## src/rtl/fetch_sequencer_pkg.sv

```systemverilog
`default_nettype none
// ============================================================================
// Module      : fetch_sequencer_pkg
// Description : Shared CPU definitions used by the fetch sequencer and the
//               instruction decoder: one-hot phase encodings, opcode values
//               and a helper that classifies opcodes by execute length.
// Revision    : 1.0 - initial release
// ============================================================================
package fetch_sequencer_pkg;

  // One-hot phase encodings driven to the decoder; all-zero means idle.
  typedef enum logic [3:0] {
    ST_IDLE  = 4'b0000,
    ST_FETCH = 4'b0001,
    ST_EXEC1 = 4'b0010,
    ST_EXEC2 = 4'b0100,
    ST_EXEC3 = 4'b1000
  } state_e;

  // Opcode field values (instr_word[7:4]).
  localparam logic [3:0] c_op_sta = 4'b0000;
  localparam logic [3:0] c_op_jmp = 4'b0001;
  localparam logic [3:0] c_op_stp = 4'b0010;
  localparam logic [3:0] c_op_lda = 4'b0011;
  localparam logic [3:0] c_op_mul = 4'b1101;
  localparam logic [3:0] c_op_ldr = 4'b1110;

  // True for opcodes that need more than one execute phase.
  function automatic logic is_multi_exec(input logic [3:0] op);
    return (op == c_op_lda) || (op == c_op_ldr) || (op == c_op_mul);
  endfunction

endpackage : fetch_sequencer_pkg
`default_nettype wire

```

## src/rtl/fetch_sequencer.sv

```systemverilog
`default_nettype none
// ============================================================================
// Module      : fetch_sequencer
// Description : Instruction fetch/execute phase sequencer. Steps through
//               FETCH and one to three EXEC phases per instruction, latches
//               the instruction word, and counts retired instructions.
// Ports       : clk           - system clock (rising edge)
//               reset         - asynchronous active-high reset
//               run           - start request, honoured only while idle
//               instr_word    - program memory data at current PC
//               state         - one-hot phase (0000 = idle)
//               inst          - latched opcode
//               operand       - latched operand field
//               halted        - high while idle
//               retire        - pulse in the last exec phase
//               retired_count - retired instruction counter (wraps)
// Revision    : 1.0 - initial release
// ============================================================================
module fetch_sequencer
  import fetch_sequencer_pkg::*;
#(
  parameter int COUNT_W = 16
) (
  input  logic               clk,
  input  logic               reset,
  input  logic               run,
  input  logic [7:0]         instr_word,
  output logic [3:0]         state,
  output logic [3:0]         inst,
  output logic [3:0]         operand,
  output logic               halted,
  output logic               retire,
  output logic [COUNT_W-1:0] retired_count
);

  // Held as a plain vector so that any corrupted non-one-hot value is
  // representable and can be steered back to idle.
  logic [3:0]         state_q;
  logic [3:0]         state_d;
  logic [3:0]         inst_q;
  logic [3:0]         operand_q;
  logic [COUNT_W-1:0] count_q;
  logic               retire_w;

  always_comb begin
    state_d = ST_IDLE;
    case (state_q)
      ST_IDLE:  state_d = run ? ST_FETCH : ST_IDLE;
      ST_FETCH: state_d = ST_EXEC1;
      ST_EXEC1: begin
        if (inst_q == c_op_stp)          state_d = ST_IDLE;
        else if (is_multi_exec(inst_q))  state_d = ST_EXEC2;
        else                             state_d = ST_FETCH;
      end
      ST_EXEC2: state_d = (inst_q == c_op_mul) ? ST_EXEC3 : ST_FETCH;
      ST_EXEC3: state_d = ST_FETCH;
      default:  state_d = ST_IDLE;
    endcase
  end

  // Retire marks whichever exec phase is the last one for the held opcode.
  assign retire_w = ((state_q == ST_EXEC1) && !is_multi_exec(inst_q)) ||
                    ((state_q == ST_EXEC2) && (inst_q != c_op_mul))   ||
                     (state_q == ST_EXEC3);

  always_ff @(posedge clk or posedge reset) begin
    if (reset) begin
      state_q   <= ST_IDLE;
      inst_q    <= 4'b0000;
      operand_q <= 4'b0000;
      count_q   <= '0;
    end else begin
      state_q <= state_d;
      // The instruction register only captures on the FETCH->EXEC1 edge.
      if (state_q == ST_FETCH) begin
        inst_q    <= instr_word[7:4];
        operand_q <= instr_word[3:0];
      end
      if (retire_w) begin
        count_q <= count_q + COUNT_W'(1);
      end
    end
  end

  assign state         = state_q;
  assign inst          = inst_q;
  assign operand       = operand_q;
  assign halted        = (state_q == ST_IDLE);
  assign retire        = retire_w;
  assign retired_count = count_q;

endmodule : fetch_sequencer
`default_nettype wire

```

## config.mk

```make
export PLATFORM = sky130hd
export DESIGN_NAME = fetch_sequencer
export DESIGN_NICKNAME = d
export VERILOG_FILES = /design/src/rtl/fetch_sequencer_pkg.sv /design/src/rtl/fetch_sequencer.sv
export SDC_FILE = /design/constraint.sdc
export NUM_CORES = 1
export LEC_CHECK = 0
export CAP_MARGIN = 20
export CORE_MARGIN = 2
export CORE_UTILIZATION = 40
export DETAILED_ROUTE_END_ITERATION = 10
export PLACE_DENSITY = 0.73
export SYNTH_ARGS = -nofsm -noshare
export SYNTH_HDL_FRONTEND = slang
export SYNTH_SLANG_ARGS = --single-unit
export TNS_END_PERCENT = 30
```

## constraint.sdc

```tcl
create_clock -name clk -period 1.4 [get_ports clk]
set_input_delay 0.42 -clock clk [delete_from_list [all_inputs] [get_ports clk]]
set_output_delay 0.42 -clock clk [all_outputs]
set_load 0.02 [all_outputs]
```

==> impl_metrics.ini, run 1 <==
[run_status]
status = finished, violations left
violations = negative setup slack

[critical_path]
ff2ff_setup_slack_ps = -290
r2r_end = retired_count[7]
slowest_delay_ps = 440
required_ps = 980
critical_path_class = reg -> out
crit_arrival_ps = 1600
setup.worst_path.end_class = primary output
r2r_cells = 7
critPathBufInv = 1
cp_slowest_cell = dfrtp_2
crit_chain = nand4b_1 > a21oi_2 > o21a_4 > nor2_4 > buf_6
crit_fanout = 3
cp_top_family = flip-flops
worstSetupStartpointType = flip-flop
r2r_start = inst[1]

[sta]
hold_violations = 0
whs_ps = 390
finalWorstSetupSlack_ps = -620
slew_viol_final = 0
rsz0062_at_grt = yes
slew_headroom_pct = 66.9
fmax_mhz = 495
finalCriticalPeriod_ps = 2020
fin_skew_ps = 4.25
worst_pin_slew_ps = 493
setup_viol = 35
setup_tns_ps = -6710
period_share_pct = 144

[cts]
clk_latency_ps = 340
htree_num_levels = 1
cts.path.max_buffers = 2
cts.reportedPaths.clkPinSlew_ps = 150
numCtsBuffers = 3
numClockSinks = 28
root_buffer = clkbuf_4
cts_tree = done

[synth]
synth_area_mm2 = 0.00135
synth.distinct_cells = 34
ys_seq_area_share_pct = 52.1
syn_inst = 110
syn_area_per_cell_um2 = 12.2
synth-seq-cells = 28
synth-warning-count = 0
synth_nets = 122

[global_route]
grt_overflow = 0
antenna_found_initial = 0
grt_max_degree = 29
grt_pass1_vias = 1177
grt_pass1_wl_um = 5350
grt_usage_pct = 19.4

[detailed_routing]
dr.first_iter.drc_count = 48
drc = 0
ant_nets = 0
wl_per_cell_um = 14.0
dr_total_vias = 1168
viasPerCell = 4.89
drt_wl_total_um = 3350
dr.pass1.iters = 4

[layout]
nNetsFinal = 206
fillers = 264
layout-drive-gt1-share_pct = 57.0
n_antenna_cell = 0
final_common_cell = buf_4
areaGrowthSynthToFinish_pct = 64.8
multi_input_area_um2 = 723
final_cell_mix = 31 x buf_4, 20 x buf_6, 18 x dfrtp_1
ff_latch_area_um2 = 713

[floorplan]
io_pins = 41
core_mm2 = 0.00328
dieArea_mm2 = 0.00384
die_w_um = 62.0
fp.dieH_um = 62.0
rows = 21
initial_utilization_pct = 41.0

[power]
power.leakage_nw = 1.12
max-vdd-ir-drop_v = 0.00123
power_density_mw_per_mm2 = 1870

[placement]
dp_slack_ps = -662
routabilityCongestion = 0.789
dpl.hpwl_um = 2390
port_buffers = 40

[hold_path]
hp-class = in -> async

[run]
cap_violations = 0
cell families after synthesis:
logic type | after synthesis | synth area share, %
AND/OR/NAND/NOR | 49 | 25.5
flip-flops | 28 | 52.1
XOR/XNOR | 15 | 9.77
multiplexers | 9 | 7.54
AO/OA/AOI/OAI | 6 | 3.63
buffers and inverters | 2 | 0.558
adder cells (fa/ha/maj) | 1 | 0.930
power breakdown:
| group | internal, mW | leakage, nW | switching, mW | total [mW] |
|---|---|---|---|---|
| clock network | 0.290 | 0.0279 | 0.246 | 0.537 |
| logic | 1.25 | 0.741 | 1.15 | 2.40 |
| registers | 1.04 | 0.349 | 0.175 | 1.21 |
cells in the mapped netlist:
master | instances | area share (%)
nor4b_4 | 1 | 1.8
nand4_4 | 1 | 1.6
o21ai_1 | 1 | 0.37
nor2_1 | 7 | 2.0
nor3_1 | 4 | 1.5
nor3b_2 | 1 | 0.93
xnor2_1 | 8 | 5.2
nor4b_2 | 1 | 1.1
nor2b_1 | 2 | 0.93
nand4_1 | 4 | 1.9
ha_1 | 1 | 0.93
a21oi_2 | 1 | 0.65
nor4b_1 | 1 | 0.65
inv_1 | 2 | 0.56
and2b_1 | 1 | 0.56
o21a_4 | 1 | 1.1
mux2_1 | 1 | 0.84
o21ai_0 | 2 | 0.74
nor4_1 | 1 | 0.47
a32o_1 | 1 | 0.74
nand4bb_1 | 1 | 0.84
nor4_2 | 1 | 0.93
nor3_4 | 1 | 1.2
and3_2 | 1 | 0.56
nor2_2 | 1 | 0.47
nand4_2 | 1 | 0.93
nand4b_1 | 2 | 1.3
nand3_1 | 7 | 2.6
nand2_1 | 8 | 2.2
xor2_1 | 7 | 4.6
dfrtp_1 | 28 | 52
mux2_2 | 8 | 6.7
and2_1 | 1 | 0.47
and3b_1 | 1 | 0.65
through the flow:
stage	utilization, %	cells	total power, mW	area, um^2
after floorplan	-	110	2.29	1370
final	67.5	239	4.15	2220
after global placement	63.3	228	3.32	2080
after detailed placement	63.3	228	3.38	2080
after global routing	67.5	239	4.39	2220
after CTS	65.8	238	4.08	2160
state kept, by name, summed over array words and instances, names as in the netlist:
name           flops
inst               4
operand            4
retired_count     16
state              4
worst max-delay path by stage:
stage	start	to	slack [ps]	cells after the start
2_1_floorplan	inst[1]	retired_count[1]	-270	5
3_5_place_dp	inst[1]	retire	-660	5
5_1_grt	inst[1]	retire	-690	5
3_3_place_gp	state[3]	retire	-600	5
6_report	inst[1]	retire	-620	5
4_1_cts	inst[1]	retire	-620	5
repair_timing:
| item | in CTS | in global routing |
|---|---|---|
| pin swaps | 4 | 5 |
| gates resized for setup | 158 | 14 |
| hold buffers | 0 | 0 |
| cloned | 0 | 0 |
| buffers inserted | 6 | 1 |
| endpoints found under the setup margin | 55 | 40 |
final cells by class:
cell class | instances | share of cell area (%)
Sequential cell | 28 | 32.2
Multi-Input combinational cell | 80 | 32.6
Tap cell | 46 | 2.60
Clock buffer | 3 | 1.02
Clock inverter | 1 | 1.35
Inverter | 2 | 0.339
Timing Repair Buffer | 79 | 29.9
metal layers:
layer  routed length [um]  track usage [%]  vias up
li1                     -                -      560
met1                 1320             21.7      568
met2                 1800             35.6       33
met3                  170             4.14        7
met4                   59             7.29        0
met5                    0                0        -
worst min-delay path, delay by kind of cell:
family	cells	cell delay [ps]
buffers and inverters	3	690
(Power assumes the default switching activity.)
==> run 2: changes to the inputs <==
Settings changed: CORE_ASPECT_RATIO set to 0.8, CORE_MARGIN 2 to not set, MAX_ROUTING_LAYER set to met4.
==> impl_metrics.ini, run 2 (same netlist as run 1, synthesis figures left out) <==
[critical_path]
critical_path_class = reg -> out
setup.worst_path.end_class = primary output
r2r_start = inst[1]
crit_fanout = 4
required_ps = 980
crit_arrival_ps = 1510
startpoint = inst[1]
worstSetupStartpointType = flip-flop

[detailed_routing]
drt_wl_total_um = 3200
dr.pass1.iters = 4
viasPerCell = 5.08
drc = 0
dr_total_vias = 1189
ant_nets = 0
dr.first_iter.drc_count = 52
wl_per_cell_um = 13.7

[floorplan]
io_pins = 41
initial_utilization_pct = 42.7
die_w_um = 66.8
rows = 18
core_mm2 = 0.00315
dieArea_mm2 = 0.00360
fp.dieH_um = 53.9

[hold_path]
hp-class = reg -> reg
min-delay-start = retired_count[15]

[sta]
hold_violations = 0
period_share_pct = 138
finalCriticalPeriod_ps = 1930
slew_viol_final = 0
setup_viol = 30
fin_skew_ps = 5.17
finalWorstSetupSlack_ps = -528
rsz0062_at_grt = yes
worst_pin_slew_ps = 267
whs_ps = 472
fmax_mhz = 519
slew_headroom_pct = 82.2

[layout]
n_antenna_cell = 0
ff_latch_area_um2 = 713
areaGrowthSynthToFinish_pct = 66.1
layout-drive-gt1-share_pct = 57.7
multi_input_area_um2 = 758
fillers = 247
final_common_cell = buf_4
largest_reg_flops = 16
final_cell_mix = 33 x buf_4, 18 x dfrtp_1, 15 x buf_6
nNetsFinal = 207

[global_route]
grt_max_degree = 29
grt_pass1_wl_um = 5110
grt_usage_pct = 19.9
grt_pass1_vias = 1164
antenna_found_initial = 0
grt_overflow = 0

[run_status]
violations = negative setup slack
status = finished, violations left

[cts]
clk_latency_ps = 270
htree_num_levels = 1
cts_tree = done
numClockSinks = 28
root_buffer = clkbuf_8
hold_buffers = 0
cts.path.max_buffers = 2
cts.reportedPaths.clkPinSlew_ps = 90
numCtsBuffers = 3

[power]
power.total_mw = 4.12
max-vdd-ir-drop_v = 0.00136
power.leakage_nw = 1.12
power_density_mw_per_mm2 = 1840

[placement]
routabilityCongestion = 0.789
dpl.hpwl_um = 2240
port_buffers = 40

[run]
cap_violations = 0
-- run 2: critical path, cell delays in order, from the launching register on --
cell      delay, ps
dfrtp_2         420
nand4b_1        270
a21oi_2         230
o21a_4          160
nor2_4           40
buf_6           120
-- run 2: final cells by class --
| class | instances | area share (%) |
|---|---|---|
| multi-input cells | 80 | 33.9 |
| flip-flops and latches | 28 | 31.9 |
| repair buffers | 80 | 29.1 |
| clock buffers | 4 | 2.46 |
| well taps | 40 | 2.24 |
| inverters | 2 | 0.336 |
-- run 2: where the power goes --
part,internal [mW],switching [mW],total [mW]
clock network,0.251,0.239,0.490
registers,1.04,0.188,1.23
logic,1.26,1.15,2.40
-- run 2: stage by stage --
step | setup TNS, ps | area (um^2) | instances | setup slack, ps | util, %
finish | -4810 | 2230 | 234 | -528 | 70.9
global route | -7170 | 2230 | 234 | -611 | 70.9
CTS | -5360 | 2240 | 232 | -526 | 70.9
detailed placement | -6460 | 2090 | 224 | -644 | 66.2
global placement | -5580 | 2090 | 224 | -608 | 66.2
floorplan | -3610 | 1370 | 110 | -271 | -
-- run 2: worst paths after layout --
kind,endpoint,depth (start not counted),slack [ps]
worst max-delay path,retire,5,-530
worst min-delay path,retired_count[15],1,470
worst max register to register,retired_count[7],7,-270
worst min register to register,retired_count[15],1,470
max in group asynchronous,state[3],3,760
min in group asynchronous,retired_count[3],3,480
-- run 2: what timing repair did --
action,4_1_cts,5_1_grt
pin swaps,4,9
buffers inserted,4,2
gates resized for setup,120,31
endpoints found under the setup margin,55,51
-- run 2: routing by layer --
metal	up-vias	GRT usage (%)	routed length [um]
met5	-	-	0
met4	0	2.84	7
met3	2	5.08	181
met2	40	34.8	1620
met1	585	23.8	1390
li1	562	-	-
